`config.mk`:
```
export PLATFORM = sky130hd
export DESIGN_NAME = display_scan
export DESIGN_NICKNAME = d
export VERILOG_FILES = /design/src/rtl/display_scan.sv
export SDC_FILE = /design/constraint.sdc
export NUM_CORES = 1
export LEC_CHECK = 0
export CAP_MARGIN = 20
export CORE_UTILIZATION = 38
export DETAILED_ROUTE_END_ITERATION = 16
export MAX_ROUTING_LAYER = met4
export PLACE_DENSITY = 0.68
export REMOVE_ABC_BUFFERS = 1
export SLEW_MARGIN = 20
export SYNTH_ARGS = -nofsm -noshare
export SYNTH_HDL_FRONTEND = slang
export SYNTH_SLANG_ARGS = --single-unit
```
`constraint.sdc`:
```
create_clock -name clk -period 2.8 [get_ports clk]
set_input_delay 0.28 -clock clk [delete_from_list [all_inputs] [get_ports clk]]
set_output_delay 0.28 -clock clk [all_outputs]
set_load 0.02 [all_outputs]
```
`src/rtl/display_scan.sv`:
```
// display_scan: multiplexed seven-segment driver with shadow/display registers, blanking, hex decode and guard interval
module display_scan #(
  parameter int DIGITS      = 4,
  parameter int REFRESH_DIV = 100000,
  parameter int GUARD       = 4,
  parameter int HEX_EN      = 1
) (
  input  logic                  clk,
  input  logic                  rst,
  input  logic [4*DIGITS-1:0]   data,
  input  logic [DIGITS-1:0]     dp,
  input  logic [DIGITS-1:0]     blank,
  input  logic                  load,
  output logic [DIGITS-1:0]     an,
  output logic [6:0]            seg,
  output logic                  dp_n,
  output logic                  frame_tick
);
  localparam int CW = REFRESH_DIV > 1 ? $clog2(REFRESH_DIV) : 1;
  localparam int IW = DIGITS > 1 ? $clog2(DIGITS) : 1;
  logic [CW-1:0] cnt;
  logic [IW-1:0] idx;
  logic [4*DIGITS-1:0] sh_data, dsp_data;
  logic [DIGITS-1:0] sh_dp, sh_blank, dsp_dp, dsp_blank;
  logic slot_end, frame_end, dark;
  logic [3:0] nib;
  logic [6:0] dec;
  assign slot_end  = cnt == CW'(REFRESH_DIV - 1);
  assign frame_end = slot_end && idx == IW'(DIGITS - 1);
  assign nib       = dsp_data[{idx, 2'b00} +: 4];
  assign dark      = cnt < CW'(GUARD) || dsp_blank[idx];
  always_comb begin
    dec = 7'b1111111;
    case (nib)
      4'h0: dec = 7'b1000000;
      4'h1: dec = 7'b1111001;
      4'h2: dec = 7'b0100100;
      4'h3: dec = 7'b0110000;
      4'h4: dec = 7'b0011001;
      4'h5: dec = 7'b0010010;
      4'h6: dec = 7'b0000010;
      4'h7: dec = 7'b1111000;
      4'h8: dec = 7'b0000000;
      4'h9: dec = 7'b0010000;
      4'ha: dec = HEX_EN != 0 ? 7'b0001000 : 7'b1111111;
      4'hb: dec = HEX_EN != 0 ? 7'b0000011 : 7'b1111111;
      4'hc: dec = HEX_EN != 0 ? 7'b1000110 : 7'b1111111;
      4'hd: dec = HEX_EN != 0 ? 7'b0100001 : 7'b1111111;
      4'he: dec = HEX_EN != 0 ? 7'b0000110 : 7'b1111111;
      default: dec = HEX_EN != 0 ? 7'b0001110 : 7'b1111111;
    endcase
  end
  // display register only follows the shadow at a frame boundary, so a frame is never torn
  always_ff @(posedge clk or posedge rst) begin
    if (rst) begin
      cnt        <= '0;
      idx        <= '0;
      sh_data    <= '0;
      sh_dp      <= '0;
      sh_blank   <= '0;
      dsp_data   <= '0;
      dsp_dp     <= '0;
      dsp_blank  <= '0;
      an         <= '1;
      seg        <= '1;
      dp_n       <= 1'b1;
      frame_tick <= 1'b0;
    end else begin
      if (load) {sh_data, sh_dp, sh_blank} <= {data, dp, blank};
      if (frame_end) {dsp_data, dsp_dp, dsp_blank} <= {sh_data, sh_dp, sh_blank};
      cnt <= slot_end ? '0 : cnt + 1'b1;
      if (slot_end) idx <= idx == IW'(DIGITS - 1) ? '0 : idx + 1'b1;
      an         <= dark ? '1 : ~(DIGITS'(1) << idx);
      seg        <= dark ? 7'b1111111 : dec;
      dp_n       <= dark | ~dsp_dp[idx];
      frame_tick <= frame_end;
    end
  end
endmodule

```
==> results of run 1 <==
## flip-flops by register name, indices dropped and copies added, names as in the netlist, 2 cells and up
name and flops:
dsp_blank 4, sh_blank 4, dsp_data 16, seg 7, idx 2, sh_dp 4, cnt 17, dsp_dp 4
an 4, sh_data 16
## layout by cell type, fill, tap and decap left out, types with 2 or more instances in the layout
| master | instances |
|---|---|
| xor2_1 | 7 |
| clkdlybuf4s50_1 | 39 |
| nor4_1 | 2 |
| nor3_1 | 3 |
| a21oi_1 | 3 |
| xnor2_1 | 10 |
| buf_4 | 3 |
| nor3b_1 | 2 |
| and3_1 | 2 |
| mux2_2 | 30 |
| dfstp_2 | 12 |
| clkinvlp_4 | 3 |
| o211ai_1 | 4 |
| nand3_1 | 11 |
| clkinv_2 | 2 |
| mux2_4 | 20 |
| mux4_2 | 7 |
| and4_1 | 2 |
| clkbuf_8 | 10 |
| nand4_1 | 3 |
| nor3_2 | 2 |
| inv_1 | 4 |
| o21ai_1 | 2 |
| nand2_1 | 17 |
| ha_1 | 11 |
| o21a_1 | 2 |
| o21ai_0 | 3 |
| and2_1 | 3 |
| nor2_1 | 10 |
| dfrtp_1 | 68 |
## logic make-up after synthesis
logic type / after synthesis / synth area share
buffers and inverters: 17 / 0.0268
AO/OA/AOI/OAI: 18 / 0.0316
XOR/XNOR: 17 / 0.0404
flip-flops: 80 / 0.547
adder cells (fa/ha/maj): 11 / 0.0373
AND/OR/NAND/NOR: 66 / 0.101
multiplexers: 57 / 0.216
## where the power goes
part,switching (mW),internal [mW]
Combinational,0.0416,0.0676
Sequential,0.0182,1.19
Clock,0.423,0.344
Total,0.483,1.60
## metrics by stage
step                      setup WS [ns]  area (µm²)  hold slack (ns)
after floorplan                   0.488        3610            0.432
after global placement            0.644        4200            0.477
after detailed placement          0.577        4200            0.492
after CTS                         0.569        4380            0.360
after global routing              0.434        4380            0.404
final                             0.585        4380            0.349
## final cells by class
type	instances	area, µm²
clock inverter	5	32.5
multi-input combinational	169	1570
inverter	5	18.8
clock buffer	11	141
timing repair buffer	43	433
tap	129	161
sequential	80	2020
fill	862	4950
## routing by layer
metal  vias up  part of all wire  global-route usage
met3        10             0.030              0.0229
met5         -                 0                   -
li1       1028                 -                   -
met1      1088              0.49               0.189
met2        50              0.46               0.204
met4         0             0.018              0.0635
## how the worst max path moves through the flow
| stage | endpoint | slack, ns | cells after the start |
|---|---|---|---|
| floorplan | cnt[0]$_DFF_PP0_ | 0.49 | 1 |
| global placement | seg[3]$_DFF_PP1_ | 0.64 | 5 |
| detailed placement | seg[3]$_DFF_PP1_ | 0.58 | 5 |
| CTS | seg[3]$_DFF_PP1_ | 0.57 | 5 |
| global route | seg[3]$_DFF_PP1_ | 0.43 | 5 |
| finish | seg[3]$_DFF_PP1_ | 0.59 | 5 |
## worst reg2reg max path, cell delays in order, from the launching register on
cell and delay, ns:
dfrtp_1 0.70, mux4_2 0.64, ha_1 0.27, or2_2 0.31, a21oi_1 0.14, o21ai_1 0.08
==> results.json, run 1 <==
{
  "worstPathMaxFanout": 11,
  "rows": 35,
  "end_kind": "register",
  "postRouteAntennaNets": 0,
  "synthTopCellsByArea": "dfrtp_1 46%, mux2_2 9.2%, dfstp_2 8.6%",
  "clock_skew_ns": 0.00829,
  "synth.most_common_cell": "dfrtp_1",
  "vias_per_cell": 4.92,
  "total_power_mw": 2.08,
  "setup_violations": 0,
  "ys_async_sr_fraction": 1.00,
  "cp.arrival_ns": 2.48,
  "dieArea_um2": 10100,
  "r2r_start": "idx[0]$_DFFE_PP0N_",
  "dp_cells": 426,
  "post-route-util": 0.469,
  "netlist_instances": 266,
  "first_pass_iters": 4,
  "crit_start": "idx[0]$_DFFE_PP0N_",
  "reg2reg_to": "seg[3]$_DFF_PP1_",
  "drc": 0,
  "gp_congestion": 0.760,
  "post_cts.repair.setup_buffers": 0,
  "overflow": 0,
  "synth_common_cells": "68 x dfrtp_1, 30 x mux2_2, 20 x mux2_4, 17 x nand2_1, 12 x dfstp_2",
  "path_clk_slew_ns": 0.08,
  "antenna_found_initial": 0,
  "dp_hpwl_mm": 4.36,
  "synth_top_area_frac": 0.461,
  "cp_top_family": "flip-flops",
  "max_stage_delay_ns": 0.70,
  "cts_buffers": 9,
  "fin_nets": 346,
  "drt-total-wl_mm": 6.24,
  "clock_path_buffers": 2,
  "io_pins": 40,
  "syn_to_final_growth_pct": 18.7,
  "r2r_cells": 5,
  "grt_max_degree": 35,
  "cts_hold_buf": 0,
  "power.density_nw_per_um2": 476,
  "worstMarginPinSlew_ns": 0.652,
  "synth_edf_count": 0,
  "slew_headroom": 0.563,
  "p_leak_nw": 1.91,
  "path_cells": "mux4_2, ha_1, or2_2, a21oi_1, o21ai_1",
  "start_util": 0.395,
  "cts.sinks": 80,
  "yosysSeqAreaShare": 0.547,
  "cts-htree-levels": 3,
  "required_ns": 3.07,
  "postSynthAreaPerCell_um2": 13.9,
  "synth_ff_type": "dfrtp_1",
  "path_buf_inv": 0,
  "ys_seq_elements": 80,
  "coreArea_um2": 9330,
  "outcome": "complete, no violations",
  "rsz0062_at_grt": "false",
  "cts_resized": 0,
  "worstSkewPairLatency_ns": 0.35,
  "yosysWarnings": 0,
  "ir_worst_vdd_mv": 0.282,
  "ys_types": 41,
  "yosysTopAreaCell": "dfrtp_1",
  "period_minus_slack_ns": 2.21,
  "netlist_area_um2": 3690,
  "drive_gt1_frac": 0.307,
  "vias": 2176,
  "reg2reg_slack_ns": 0.59,
  "drv_slew": 0,
  "root_buffer": "clkbuf_8",
  "critPathKind": "register to register",
  "grt_pass1_vias": 2126,
  "period_share": 0.791,
  "min_path_type": "input pin to async pin",
  "cts_tree": "yes",
  "cpMaxStageDelayCell": "dfrtp_1",
  "drv_cap": 0,
  "post_drt_wl_per_cell_um": 14.1,
  "fin_tns_setup_ns": 0,
  "die_h_um": 101,
  "grtUsageTotal": 0.139,
  "worst_setup_path_start_kind": "register",
  "first_iter_violations": 53,
  "stdcell_count": 442,
  "io_buffers": 39,
  "fmax_ghz": 0.452,
  "hold_viol": 0,
  "fp.dieW_um": 101,
  "diodes": 0,
  "grt_pass1_wl_mm": 10.5
}
Power figures use the tool's default switching activity.
==> inputs of run 2 (changes only) <==
- PLACE_DENSITY: 0.68 -> 0.71
- clock period: 2.8 -> 2 ns (I/O delays scaled with it)
==> results.json, run 2 (same netlist as run 1, synthesis figures left out) <==
{
  "outcome": "complete, no violations",
  "drt-total-wl_mm": 6.23,
  "regMostFlops": "cnt",
  "fin_tns_setup_ns": 0,
  "grt_max_degree": 36,
  "layout_commonest_cell": "dfrtp_1",
  "fmax_ghz": 0.536,
  "end_kind": "register",
  "r2r_cells": 4,
  "r2r_start": "idx[0]$_DFFE_PP0N_",
  "path_clk_slew_ns": 0.08,
  "power.density_nw_per_um2": 653,
  "antenna_found_initial": 0,
  "coreArea_um2": 9330,
  "reg2reg_slack_ns": 0.13,
  "grt_pass1_wl_mm": 11.0,
  "hold_viol": 0,
  "syn_to_final_growth_pct": 21.3,
  "cts_resized": 0,
  "setup_slack_ns": 0.134,
  "p_leak_nw": 1.96,
  "dpl_worst_slack_ns": 0.0932,
  "post_cts.repair.setup_buffers": 0,
  "critPathKind": "register to register",
  "top_regs": "cnt x17, dsp_data x16, sh_data x16",
  "clock_path_buffers": 2,
  "seq_area_um2": 2020,
  "diodes": 0,
  "crit_path_end": "seg[0]$_DFF_PP1_",
  "multi_input_area_um2": 1570,
  "cts_tree": "yes",
  "rsz0062_at_grt": "false",
  "drc": 0,
  "ir_worst_vdd_mv": 0.350,
  "start_util": 0.395,
  "overflow": 0,
  "period_minus_slack_ns": 1.87,
  "hold_ws_ns": 0.179,
  "cts.sinks": 80,
  "fp.dieW_um": 101,
  "first_iter_violations": 68,
  "grt_pass1_vias": 2269,
  "nFillCells": 823,
  "worstSkewPairLatency_ns": 0.35,
  "dp_hpwl_mm": 4.57,
  "worstPathMaxFanout": 14,
  "post_drt_wl_per_cell_um": 13.9,
  "fin_nets": 353,
  "clock_skew_ns": 0.00815,
  "rows": 35,
  "io_buffers": 39,
  "die_h_um": 101,
  "slew_headroom": 0.687,
  "crit_start": "idx[0]$_DFFE_PP0N_",
  "cts-htree-levels": 3,
  "vias_per_cell": 4.85,
  "io_pins": 40,
  "largest_reg_flops": 17,
  "drv_slew": 0,
  "period_share": 0.933,
  "gp_congestion": 0.835,
  "setup_violations": 0,
  "cts_hold_buf": 0,
  "cts_buffers": 9,
  "layout.cells.most_common_list": "67 x dfrtp_1, 39 x clkdlybuf4s50_1, 30 x mux2_2",
  "grtUsageTotal": 0.147,
  "drive_gt1_frac": 0.328,
  "dieArea_um2": 10100,
  "worst_setup_path_start_kind": "register",
  "drv_cap": 0,
  "worstMarginPinSlew_ns": 0.468,
  "postRouteAntennaNets": 0,
  "cp.arrival_ns": 2.10,
  "reg2reg_to": "seg[0]$_DFF_PP1_",
  "min_path_type": "input pin to async pin",
  "first_pass_iters": 4,
  "root_buffer": "clkbuf_8",
  "vias": 2179,
  "required_ns": 2.23
}
[run 2: cell types whose count changed in the layout (fill, tap and decap cells not counted), sizes merged]
cell / delta
buf: +7
clkbuf: -2
clkinv: +1
inv: +1
[run 2: critical path: stages, from the launching register on]
cell and delay (ns):
dfrtp_2 0.44, buf_12 0.13, mux4_2 0.63, nor3b_1 0.19
o31ai_1 0.35
[run 2: through the flow]
stage,instance area [µm²],util,power (mW),cells
6_report,4470,0.480,2.92,449
5_1_grt,4470,0.480,3.07,449
4_1_cts,4470,0.480,2.98,449
3_5_place_dp,4290,0.460,1.89,433
3_3_place_gp,4290,0.460,1.88,433
2_1_floorplan,3610,-,1.79,254
[run 2: per-layer routing]
metal	wire, µm	up-vias	track usage
met5	0	-	-
met4	80	0	0.0613
met2	2840	49	0.217
met3	211	6	0.0381
li1	-	1044	-
met1	3100	1080	0.192
[run 2: where the power goes]
part	switching, mW	leakage, nW	total, mW	internal [mW]
registers	0.0269	1.00	1.69	1.67
clock network	0.613	0.0820	1.07	0.460
logic	0.0580	0.874	0.155	0.0972
[run 2: worst min-delay path by stage]
stage	start	slack [ns]	cells after the start	to
floorplan	blank[0]	0.35	1	sh_blank[0]$_DFFE_PP0P_
global placement	cnt[0]$_DFF_PP0_	0.47	1	cnt[0]$_DFF_PP0_
detailed placement	cnt[0]$_DFF_PP0_	0.48	1	cnt[0]$_DFF_PP0_
CTS	rst	0.17	2	sh_blank[2]$_DFFE_PP0P_
global route	rst	0.20	2	sh_data[5]$_DFFE_PP0P_
finish	rst	0.18	2	sh_blank[2]$_DFFE_PP0P_
[run 2: layout make-up]
cell class | instances | area share
clock inverters | 7 | 0.0129
well taps | 129 | 0.0361
clock buffers | 9 | 0.0277
flip-flops and latches | 80 | 0.451
inverters | 5 | 0.00419
repair buffers | 50 | 0.117
multi-input cells | 169 | 0.351
